`src/rtl/serial_add_sub_pkg.sv`:
```
// Shared definitions for the bit-serial adder/subtractor.
//   state_t  : FSM state encoding (ST_IDLE, ST_SHIFT, ST_DONE)
//   MODE_ADD : mode input value selecting A+B+C_in
//   MODE_SUB : mode input value selecting A-B-C_in
package serial_add_sub_pkg;

  typedef enum logic [1:0] {
    ST_IDLE  = 2'd0,
    ST_SHIFT = 2'd1,
    ST_DONE  = 2'd2
  } state_t;

  localparam logic MODE_ADD = 1'b0;
  localparam logic MODE_SUB = 1'b1;

endpackage

```
`src/rtl/full_adder_1b.sv`:
```
// Single-bit full adder cell, the same cell style used by parallel_adder.
// Ports:
//   a, b   : operand bits
//   c_in   : carry in
//   s      : sum bit
//   c_out  : carry out
module full_adder_1b (
  input  logic a,
  input  logic b,
  input  logic c_in,
  output logic s,
  output logic c_out
);

  assign s     = a ^ b ^ c_in;
  assign c_out = (a & b) | (c_in & (a ^ b));

endmodule

```
`src/rtl/serial_add_sub.sv`:
```
// Bit-serial adder/subtractor: computes A+B+C_in or A-B-C_in one bit per
// clock, LSB first, through one full_adder_1b cell.
// Ports:
//   clk, rst   : rising-edge clock, asynchronous active-high reset
//   start      : request, honoured only in IDLE or DONE
//   mode       : 0 = add, 1 = subtract (C_in acts as borrow-in)
//   A, B, C_in : operands, captured on an accepted start
//   busy       : high while bits are being shifted
//   done       : one-cycle pulse when S/C_out/overflow are updated
//   S          : WIDTH-bit result (wraps modulo 2^WIDTH)
//   C_out      : carry-out (add) or borrow-out (sub)
//   overflow   : two's-complement signed overflow
module serial_add_sub
  import serial_add_sub_pkg::*;
#(
  parameter int WIDTH = 4
) (
  input  logic             clk,
  input  logic             rst,
  input  logic             start,
  input  logic             mode,
  input  logic [WIDTH-1:0] A,
  input  logic [WIDTH-1:0] B,
  input  logic             C_in,
  output logic             busy,
  output logic             done,
  output logic [WIDTH-1:0] S,
  output logic             C_out,
  output logic             overflow
);

  localparam int CW = $clog2(WIDTH) + 1;

  state_t           state;
  state_t           next_state;
  logic [WIDTH-1:0] op_a;
  logic [WIDTH-1:0] op_b;
  logic [WIDTH-1:0] result;
  logic [WIDTH-1:0] result_next;
  logic             carry;
  logic             mode_q;
  logic [CW-1:0]    bit_cnt;
  logic             fa_s;
  logic             fa_c;
  logic             accept;
  logic             last_bit;

  full_adder_1b u_fa (
    .a     (op_a[0]),
    .b     (op_b[0]),
    .c_in  (carry),
    .s     (fa_s),
    .c_out (fa_c)
  );

  assign accept   = start && ((state == ST_IDLE) || (state == ST_DONE));
  assign last_bit = (bit_cnt == CW'(WIDTH - 1));

  // New sum bit enters at the MSB so the result ends up LSB-aligned.
  assign result_next = (result >> 1) | (WIDTH'(fa_s) << (WIDTH - 1));

  assign busy = (state == ST_SHIFT);
  assign done = (state == ST_DONE);

  always_ff @(posedge clk or posedge rst) begin
    if (rst) begin
      state <= ST_IDLE;
    end else begin
      state <= next_state;
    end
  end

  always_comb begin
    next_state = state;
    case (state)
      ST_IDLE:  if (start) next_state = ST_SHIFT;
      ST_SHIFT: if (last_bit) next_state = ST_DONE;
      ST_DONE:  next_state = start ? ST_SHIFT : ST_IDLE;
      default:  next_state = ST_IDLE;
    endcase
  end

  // Subtraction is A + ~B + ~borrow; the inversion happens once at capture
  // so the shifting datapath is identical for both modes.
  always_ff @(posedge clk or posedge rst) begin
    if (rst) begin
      op_a     <= '0;
      op_b     <= '0;
      result   <= '0;
      carry    <= 1'b0;
      mode_q   <= MODE_ADD;
      bit_cnt  <= '0;
      S        <= '0;
      C_out    <= 1'b0;
      overflow <= 1'b0;
    end else if (accept) begin
      op_a    <= A;
      op_b    <= (mode == MODE_SUB) ? ~B : B;
      carry   <= (mode == MODE_SUB) ? ~C_in : C_in;
      mode_q  <= mode;
      bit_cnt <= '0;
    end else if (state == ST_SHIFT) begin
      result  <= result_next;
      op_a    <= op_a >> 1;
      op_b    <= op_b >> 1;
      carry   <= fa_c;
      bit_cnt <= bit_cnt + CW'(1);
      // On the last bit the carry register still holds the carry into the
      // MSB cell, so overflow is that XOR the final raw carry.
      if (last_bit) begin
        S        <= result_next;
        C_out    <= (mode_q == MODE_SUB) ? ~fa_c : fa_c;
        overflow <= carry ^ fa_c;
      end
    end
  end

endmodule

```
`config.mk`:
```
export PLATFORM = sky130hd
export DESIGN_NAME = serial_add_sub
export DESIGN_NICKNAME = d
export VERILOG_FILES = /design/src/rtl/serial_add_sub_pkg.sv /design/src/rtl/full_adder_1b.sv /design/src/rtl/serial_add_sub.sv
export SDC_FILE = /design/constraint.sdc
export NUM_CORES = 1
export LEC_CHECK = 0
export ABC_AREA = 1
export CORE_AREA = 3 3 58 60
export CTS_BUF_LIST = sky130_fd_sc_hd__clkbuf_8
export DETAILED_ROUTE_END_ITERATION = 7
export DIE_AREA = 0 0 61 63
export GPL_TIMING_DRIVEN = 0
export PLACE_DENSITY = 0.65
export SLEW_MARGIN = 20
export SYNTH_ARGS = -nofsm -noshare
export SYNTH_HDL_FRONTEND = slang
export SYNTH_SLANG_ARGS = --single-unit
```
`constraint.sdc`:
```
create_clock -name clk -period 2.9 [get_ports clk]
set_clock_uncertainty 0.15 [all_clocks]
set_input_delay 0.58 -clock clk [delete_from_list [all_inputs] [get_ports clk]]
set_output_delay 0.58 -clock clk [all_outputs]
set_load 0.02 [all_outputs]
```
==> run metrics <==
overall routing resource usage=0.1313; hold path cells=2; DRC violations left=0; via count=936; period utilization=0.8539; Worst EP arrival=1.75 ns; Final Slew Violations=0; DP HPWL=1.663 mm; critical path launch point type=flop; yosys warns=0; Reg power frac=0.378; Fill cells=301; R2R Path End=overflow; combinational power share=0.437; number of register bits inferred by synthesis=24; asr flop ratio synth=1.000; Commonest cells post-synth=nand2_1 (66), dfrtp_1 (24), nand3_1 (18); Setup TNS=0 ns; Multi-input gate area=464.2 µm²; maximum clock insertion buffer count=2; syn nets=162; slowest CP cell=clkdlybuf4s50_1; register area=600.6 µm²; DRT Pass-1 Iters=4; worst path cell trace=inv_2 > nor2_4 > buf_4 > clkdlybuf4s50_1; crit-path max FO=10; max cap viols=0; share of cells above drive strength 1=0.07647; GPL Wtd Cong=0.7951; worst slew pin tran=0.8734 ns; Worst Hold End=S[0]; Core ar.=2978 µm²; mean post-synth cell area=7.859 µm²; initial core utilization=0.3853; nets@finish=187; Post-Route WL=2.152 mm; post-CTS setup buffers=0; r2r setup slk=1.46 ns; Tmin final=2.476 ns; fmax=403.8 MHz; Die X=61 µm; predominant post-synthesis flop cell=dfrtp_1; IO Port Bufs=20; HP Class=reg2reg; final core utilization=0.4903; Worst-path clk slew=0.09 ns; Setup-failing EPs final=0; Clk network pwr share=0.184; worst r2r path cells=6; dpl cells=199; CTS Sinks=24; drt first-iter violations=30; Non-Filler Instances=203; outcome=finished clean; antenna viol nets, final=0; cell internal power dissipation=963.7 µW; reg-to-reg critical path startpoint=bit_cnt[0]; Chip Height=63 µm; CTS root buf=clkbuf_8; htree depth=1; n_diodes=0; worst vdd ir=0.0004095 V; ranking of synthesized cells by area=dfrtp_1 (52%), nand2_1 (22%), nand3_1 (7.9%), inv_1 (5.2%), ha_1 (2.2%); Worst setup EP type=output pin; Post-Syn Area=1147 µm²; latest clock arrival within the worst-skew pair=0.27 ns; RSZ-0062 raised after global routing=false; Post-Layout Inst Area=1460 µm²; synthesized instance count=146; critical path class=reg2out; pin count of the biggest net entering global routing=25; CTS Buf Count=3; Layout area overhead=27.26%; Slew HR=0.4171; switching share of power=0.3883; Pwr Density=1079 nW/µm²; area leader, netlist=dfrtp_1; Lkg Pwr=0.0007687 µW; hold_sp=result[1]; CTS tree=done; IO Pins=21; cts repair resizes=0; number of global-route vias before repair=880; initial antenna violation count=0; final hold vios=0; WHS=0.3271 ns; register area share after synthesis=0.5234; wire per inst=10.60 µm; placed inst area=1389 µm²; row count=20; Distinct cells, synth=15; Required @ worst endpoint=2.17 ns; Sw Pwr=611.9 µW; Synth top area share=0.5234; routed vias/inst=4.611; first-pass GRT wire length=3.815 mm; Post-synth EDFFs=0; CTS Hold Buffers Added=0; die area=3843 µm²; CP peak stage delay=0.61 ns; cell with the most instances after synthesis=nand2_1; grt total ovfl=0
## registers in the layout, summed over array words and instances, names as in the netlist
register	flops
S	4
op_a	4
op_b	4
bit_cnt	3
result	3
state	2
C_out	1
carry	1
mode_q	1
overflow	1
## critical path: cells and delay by family, from the launching register on
family	cells	cell delay (ns)
buf+inv	3	0.90
flops	1	0.48
simple gates	1	0.09
## cells by family (layout without fill, tap and decap cells)
family / after synthesis / count (layout) / synth area share
compound gates: 4 / 4 / 0.01744
fa+ha+maj: 3 / 3 / 0.03926
buf+inv: 20 / 44 / 0.07197
simple gates: 95 / 95 / 0.3479
flops: 24 / 24 / 0.5234
## layout by cell type, fill, tap and decap left out, drive strengths merged, types with 2 or more instances in the layout
cell type and count:
buf 2, clkbuf 3, clkdlybuf4s50 20, dfrtp 24, ha 2, inv 18
nand2 69, nand3 18, nor2 7, o21ai 3
## worst max path at each step
stage                         from  endpoint  slack, ns  cells past startpoint
after floorplan           state[0]      busy       1.39                      3
after global placement    state[0]      busy       0.73                      4
after detailed placement  state[0]      busy       0.72                      4
after CTS                 state[0]      busy       0.42                      4
after global routing      state[0]      busy       0.34                      4
final                     state[0]      busy       0.42                      4
## metal layers
metal | global-route usage | up-vias | routed length [µm]
li1 | - | 495 | -
met1 | 0.1540 | 422 | 971
met2 | 0.2246 | 17 | 1060
met3 | 0.03719 | 2 | 101
met4 | 0.04065 | 0 | 19
met5 | 0 | - | 0
## per-stage QoR
stage,worst slack [ns],power (µW)
after floorplan,1.394,1065
after global placement,0.7286,1267
after detailed placement,0.7219,1301
after CTS,0.4156,1593
after global routing,0.3390,1723
final,0.4238,1576
## power by group through the flow
stage	registers (µW)	logic (µW)	clock network [µW]
final	596	689	290
after global routing	622	792	309
after CTS	596	701	295
after detailed placement	602	699	0
after global placement	592	674	0
after floorplan	623	442	0
## cell type report
class,instances,area share
plain buffers,2,0.01028
clock buffers,3,0.02828
clock inverters,1,0.02057
inverters,18,0.04627
multi-input cells,102,0.3179
flip-flops and latches,24,0.4113
well taps,33,0.02828
repair buffers,20,0.1371
Power figures use the tool's default switching activity.
